**config.mk**
```make
export PLATFORM = sky130hd
export DESIGN_NAME = uart_tx_arb
export DESIGN_NICKNAME = d
export VERILOG_FILES = /design/src/rtl/uart_tx_arb_pkg.sv /design/src/rtl/tx_hold_slot.sv /design/src/rtl/uart_tx_arb.sv
export SDC_FILE = /design/constraint.sdc
export NUM_CORES = 1
export LEC_CHECK = 0
export BUFFER_PORTS_ARGS = -buffer_cell sky130_fd_sc_hd__buf_2
export CORE_ASPECT_RATIO = 1.5
export CORE_MARGIN = 4
export CORE_UTILIZATION = 39
export CTS_CLUSTER_DIAMETER = 200
export DETAILED_ROUTE_END_ITERATION = 8
export PLACE_DENSITY = 0.67
export SLEW_MARGIN = 20
export SYNTH_ARGS = -nofsm -noshare
export SYNTH_HDL_FRONTEND = slang
export SYNTH_SLANG_ARGS = --single-unit
```
**constraint.sdc**
```tcl
create_clock -name clk -period 2.1 [get_ports clk]
set_input_delay 0.105 -clock clk [delete_from_list [all_inputs] [get_ports clk]]
set_output_delay 0.105 -clock clk [all_outputs]
set_load 0.005 [all_outputs]
```
**src/rtl/uart_tx_arb_pkg.sv**
```systemverilog
// Shared constants and types for the UART transmit arbiter: FSM states,
// requester IDs, the grant payload and the arbitration helper.
package uart_tx_arb_pkg;

  localparam int unsigned DATA_W = 8;

  typedef enum logic [1:0] {
    ST_IDLE = 2'd0,
    ST_LOAD = 2'd1,
    ST_BUSY = 2'd2
  } state_e;

  typedef enum logic {
    REQ_BOOT = 1'b0,
    REQ_CPU  = 1'b1
  } req_e;

  typedef struct packed {
    req_e              id;
    logic [DATA_W-1:0] data;
  } tx_req_t;

  // Boot mode gives the bootloader strict priority; otherwise a tie goes to rr_next.
  function automatic req_e arb_pick(input logic boot_mode, input logic boot_full,
                                    input logic cpu_full, input req_e rr_next);
    req_e pick;
    if (!boot_mode && boot_full && cpu_full) pick = rr_next;
    else                                     pick = boot_full ? REQ_BOOT : REQ_CPU;
    return pick;
  endfunction

endpackage

```
**src/rtl/tx_hold_slot.sv**
```systemverilog
// One-byte hold slot for a single requester: accepts on valid & ready and
// empties when the arbiter frees it after the byte is loaded.
module tx_hold_slot
  import uart_tx_arb_pkg::*;
(
  input  logic              clk_i,
  input  logic              rst_ni,
  input  logic              valid_i,
  input  logic [DATA_W-1:0] data_i,
  input  logic              free_i,
  output logic              ready_o,
  output logic              full_o,
  output logic [DATA_W-1:0] data_o
);

  logic              full_q, full_d;
  logic [DATA_W-1:0] data_q, data_d;

  // free_i only arrives while full, so it can never collide with an accept.
  always_comb begin
    full_d = full_q;
    data_d = data_q;
    if (free_i) begin
      full_d = 1'b0;
    end else if (valid_i && !full_q) begin
      full_d = 1'b1;
      data_d = data_i;
    end
  end

  always_ff @(posedge clk_i) begin
    if (!rst_ni) begin
      full_q <= 1'b0;
      data_q <= '0;
    end else begin
      full_q <= full_d;
      data_q <= data_d;
    end
  end

  assign ready_o = ~full_q;
  assign full_o  = full_q;
  assign data_o  = data_q;

endmodule

```
**src/rtl/uart_tx_arb.sv**
```systemverilog
// Arbitrates bootloader and CPU byte requests onto a single UART transmitter,
// with a per-byte tx_done watchdog and a sticky timeout flag.
module uart_tx_arb
  import uart_tx_arb_pkg::*;
#(
  parameter int unsigned TIMEOUT = 8192,
  parameter int unsigned TO_W    = 16
) (
  input  logic              clk,
  input  logic              rst,
  input  logic              booting,
  input  logic              boot_valid,
  input  logic [DATA_W-1:0] boot_data,
  output logic              boot_ready,
  input  logic              cpu_valid,
  input  logic [DATA_W-1:0] cpu_data,
  output logic              cpu_ready,
  output logic [DATA_W-1:0] tx_data,
  output logic              tx_wr,
  input  logic              tx_done,
  output logic              owner,
  output logic              busy,
  input  logic              err_clr,
  output logic              timeout_err
);

  state_e            state_q, state_d;
  logic [DATA_W-1:0] tx_data_q, tx_data_d;
  logic              tx_wr_q, tx_wr_d;
  req_e              owner_q, owner_d;
  req_e              rr_q, rr_d;
  logic              busy_q, busy_d;
  logic              err_q, err_d;
  logic [TO_W-1:0]   cnt_q, cnt_d;
  logic [TO_W-1:0]   cnt_inc;
  tx_req_t           win;

  logic              boot_full, cpu_full, boot_free, cpu_free;
  logic [DATA_W-1:0] boot_slot_data, cpu_slot_data;

  assign boot_free = (state_q == ST_LOAD) && (owner_q == REQ_BOOT);
  assign cpu_free  = (state_q == ST_LOAD) && (owner_q == REQ_CPU);

  tx_hold_slot u_boot_slot (
    .clk_i   (clk),
    .rst_ni  (rst),
    .valid_i (boot_valid),
    .data_i  (boot_data),
    .free_i  (boot_free),
    .ready_o (boot_ready),
    .full_o  (boot_full),
    .data_o  (boot_slot_data)
  );

  tx_hold_slot u_cpu_slot (
    .clk_i   (clk),
    .rst_ni  (rst),
    .valid_i (cpu_valid),
    .data_i  (cpu_data),
    .free_i  (cpu_free),
    .ready_o (cpu_ready),
    .full_o  (cpu_full),
    .data_o  (cpu_slot_data)
  );

  // Next-state and next-output logic.
  always_comb begin
    state_d   = state_q;
    tx_data_d = tx_data_q;
    tx_wr_d   = 1'b0;
    owner_d   = owner_q;
    rr_d      = rr_q;
    err_d     = err_q;
    cnt_d     = cnt_q;
    cnt_inc   = cnt_q + TO_W'(1);
    win.id    = arb_pick(booting, boot_full, cpu_full, rr_q);
    win.data  = (win.id == REQ_BOOT) ? boot_slot_data : cpu_slot_data;

    if (err_clr) err_d = 1'b0;

    case (state_q)
      ST_IDLE: begin
        if (boot_full || cpu_full) begin
          state_d   = ST_LOAD;
          tx_wr_d   = 1'b1;
          tx_data_d = win.data;
          owner_d   = win.id;
          rr_d      = (win.id == REQ_BOOT) ? REQ_CPU : REQ_BOOT;
        end
      end
      ST_LOAD: begin
        state_d = ST_BUSY;
        cnt_d   = '0;
      end
      ST_BUSY: begin
        cnt_d = cnt_inc;
        // tx_done beats a coincident timeout; the LOAD+BUSY window spans TIMEOUT cycles.
        if (tx_done) begin
          state_d = ST_IDLE;
        end else if (cnt_inc == TO_W'(TIMEOUT - 1)) begin
          state_d = ST_IDLE;
          err_d   = 1'b1;
        end
      end
      default: state_d = ST_IDLE;
    endcase

    busy_d = (state_d != ST_IDLE);
  end

  always_ff @(posedge clk) begin
    if (!rst) begin
      state_q   <= ST_IDLE;
      tx_data_q <= '0;
      tx_wr_q   <= 1'b0;
      owner_q   <= REQ_BOOT;
      rr_q      <= REQ_CPU;
      busy_q    <= 1'b0;
      err_q     <= 1'b0;
      cnt_q     <= '0;
    end else begin
      state_q   <= state_d;
      tx_data_q <= tx_data_d;
      tx_wr_q   <= tx_wr_d;
      owner_q   <= owner_d;
      rr_q      <= rr_d;
      busy_q    <= busy_d;
      err_q     <= err_d;
      cnt_q     <= cnt_d;
    end
  end

  assign tx_data     = tx_data_q;
  assign tx_wr       = tx_wr_q;
  assign owner       = owner_q;
  assign busy        = busy_q;
  assign timeout_err = err_q;

endmodule

```
==> out/metrics.cfg <==
[run_status]
status = completed

[cells_and_area]
synthToLayoutAreaGrowth_pct = 17.8
post-route-util_pct = 47.3
drive_above_1_share_pct = 20.6
diodes = 0
nNetsFinal = 339

[timing]
setup_viol = 0
report.final.slew_viol_count = 0
fmax_mhz = 532
tightest_slew_ps = 771
fin_crit_sh_pct = 89.5
grt_setup_unrepaired = false
max_slew_margin_pct = 48.6
skew_ps = 4.39
period_minus_slack_ps = 1880
finalHoldViolations = 0
tns_ps = 0

[worst_setup_path]
max_stage_delay_ps = 410
crit_buf_inv = 0
r2r_slack_ps = 220
crit_type = reg2reg
rr_worst_depth = 5
r2r-end = timeout_err
crit_chain = and3_1 > nand4_4 > nor3b_1 > o311a_1 > a41o_1
end_kind = flip-flop
cp.arrival_ps = 2070
cp.depth = 5
critPathSlowestCell = o311a_1
crit_fanout = 8
cpLargestDelayFamily = simple AND/OR/NAND/NOR gates
cp-start-kind = flip-flop
crit_required_ps = 2290
rr_startpoint = cnt_q[4]

[clock_network]
htreeDepth = 2
hold_buffers = 0
clockRootBuffer = clkbuf_8
clk_pin_slew_worst_paths_ps = 90
clk_path_buf_depth = 2
postCtsSetupBuffers = 0
cts_made_buffers = 5
cts_sinks = 49
cts_tree = done
clock_latency_ps = 290
cts_resized = 0

[drt]
firstDrtPassIters = 5
vias_per_cell = 5.43
ant_nets = 0
drc_errors = 0
vias = 2081
routed_wl_mm = 5.34
wire_per_inst_um = 13.9
drtIter0Drc = 146

[global_route]
grt_max_degree = 28
grt_overflow = 0
grt.total_usage_pct = 15.7
grt_pass1_vias = 2135
grt_pass1_wl_mm = 9.32
antenna_found_initial = 0

[power]
power_frac_comb_pct = 21.8
p_int_w = 0.00159
p_total_w = 0.00223
leakagePower_nw = 1.17
switching_share_pct = 28.8
p_sw_w = 0.000643
ir_worst_vdd_v = 0.000631
p_seq_share_pct = 46.9
power_density_nw_per_um2 = 817
pwr-share-clk_pct = 31.3

[synth]
synth_nets = 299
synth_edf_count = 0
synth_cell_types = 45
ys.flop_type = dfxtp_1
syn_inst = 270
yosysSeqAreaShare_pct = 42.3
synthArstFlopShare_pct = 0
syn_area_um2 = 2320
yosysWarnings = 0
synth_seq_cells = 49
postSynthAreaPerCell_um2 = 8.60

[floorplanning]
ios = 37
fp.dieH_um = 102
floorplan.rows = 34
start_util_pct = 40.1
core_area_um2 = 5790
die-area_um2 = 7270
die_x_um = 71.0

[placement]
dpl.hpwl_mm = 4.01
routabilityCongestion = 0.873
io_buffers = 36

[worst_hold_path]
whs_endpoint = u_cpu_slot.data_o[7]
min_from = cpu_data[7]
hp-class = in2reg
hold_depth = 3

[job]
drv_cap = 0

-- sequential cells by signal (all words and copies together) (netlist names) --
register,count
owner,1
timeout_err,1
busy,1
u_cpu_slot.data_o,8
rr_q,1
u_cpu_slot.full_o,1
cnt_q,16
tx_data,8
u_boot_slot.full_o,1
state_q,2
u_boot_slot.data_o,8
tx_wr,1
-- cell usage after synthesis, types with 3 or more instances --
| master | instances | share of area (%) |
|---|---|---|
| a21oi_1 | 14 | 3.0 |
| a21boi_0 | 4 | 1.3 |
| and3_1 | 6 | 1.6 |
| nor3_1 | 11 | 2.4 |
| o21ai_0 | 11 | 2.4 |
| ha_1 | 6 | 3.2 |
| nand3_1 | 8 | 1.7 |
| buf_4 | 3 | 0.97 |
| nand4_1 | 4 | 1.1 |
| a21o_1 | 4 | 1.3 |
| nor2_1 | 44 | 7.1 |
| dfxtp_1 | 49 | 42 |
| o21a_1 | 4 | 1.3 |
| a222oi_1 | 8 | 3.5 |
| nand2_1 | 17 | 2.7 |
| clkbuf_1 | 10 | 1.6 |
| mux2i_1 | 16 | 6.9 |
| nor2b_1 | 3 | 0.81 |
| nor4_1 | 3 | 0.81 |
| inv_1 | 11 | 1.8 |
| nor3b_1 | 3 | 0.97 |
-- metrics by stage --
step | cells | setup WS (ps) | area (um2) | hold WS, ps
2_1_floorplan | 270 | 342 | 2320 | 249
3_3_place_gp | 375 | 280 | 2610 | 338
3_5_place_dp | 375 | 249 | 2610 | 343
4_1_cts | 383 | 227 | 2730 | 23.6
5_1_grt | 383 | 56.3 | 2730 | 28.0
6_report | 383 | 220 | 2730 | 33.0
-- tightest hold or removal path, cell delays in order --
cell     delay, ps
buf_2           70
mux2i_1         50
nor2_1          70
-- placed cells by master, fill, tap and decap left out, drive strengths merged, types with 8 or more instances in the layout --
master and n:
a222oi 8, inv 11, o21ai 11, nand2 17, dfxtp 49, buf 49, nand3 8, mux2i 16
nor3 11, nor2 44, a21oi 14
-- worst max path at each step --
stage	startpoint	to	slack [ps]
2_1_floorplan	cnt_q[1]	timeout_err	340
3_3_place_gp	cnt_q[2]	timeout_err	280
3_5_place_dp	cnt_q[4]	timeout_err	250
4_1_cts	cnt_q[4]	timeout_err	230
5_1_grt	state_q[0]	tx_data[3]	60
6_report	cnt_q[4]	timeout_err	220
-- cell families (layout without fill, tap and decap cells) --
kind of cell / after synthesis / count (layout) / synth area share (%)
compound gates: 58 / 58 / 17.1
fa+ha+maj: 6 / 6 / 3.23
buf+inv: 27 / 68 / 5.01
flops: 49 / 49 / 42.3
mux: 17 / 17 / 7.39
simple gates: 113 / 113 / 25.0
-- metal layers --
layer	global-route usage, %	vias up	wire [um]
li1	-	1046	-
met1	17.0	964	2160
met2	29.5	61	2800
met3	3.74	10	302
met4	5.21	0	77
met5	0	-	0
-- power by group through the flow --
stage	Clock (W)	Combinational, W	Sequential [W]
final	0.000699	0.000487	0.00105
after global routing	0.000751	0.000554	0.00106
after CTS	0.000722	0.000490	0.00105
after detailed placement	0	0.000489	0.00107
after global placement	0	0.000482	0.00107
after floorplan	0	0.000325	0.00106
-- cell type report --
cell class	count	area [um2]
fill	591	3050
multi-input combinational	194	1220
sequential	49	981
timing repair buffer	49	278
tap	72	90.1
clock buffer	6	82.6
inverter	11	41.3
clock inverter	2	37.5
(Power assumes the default switching activity.)
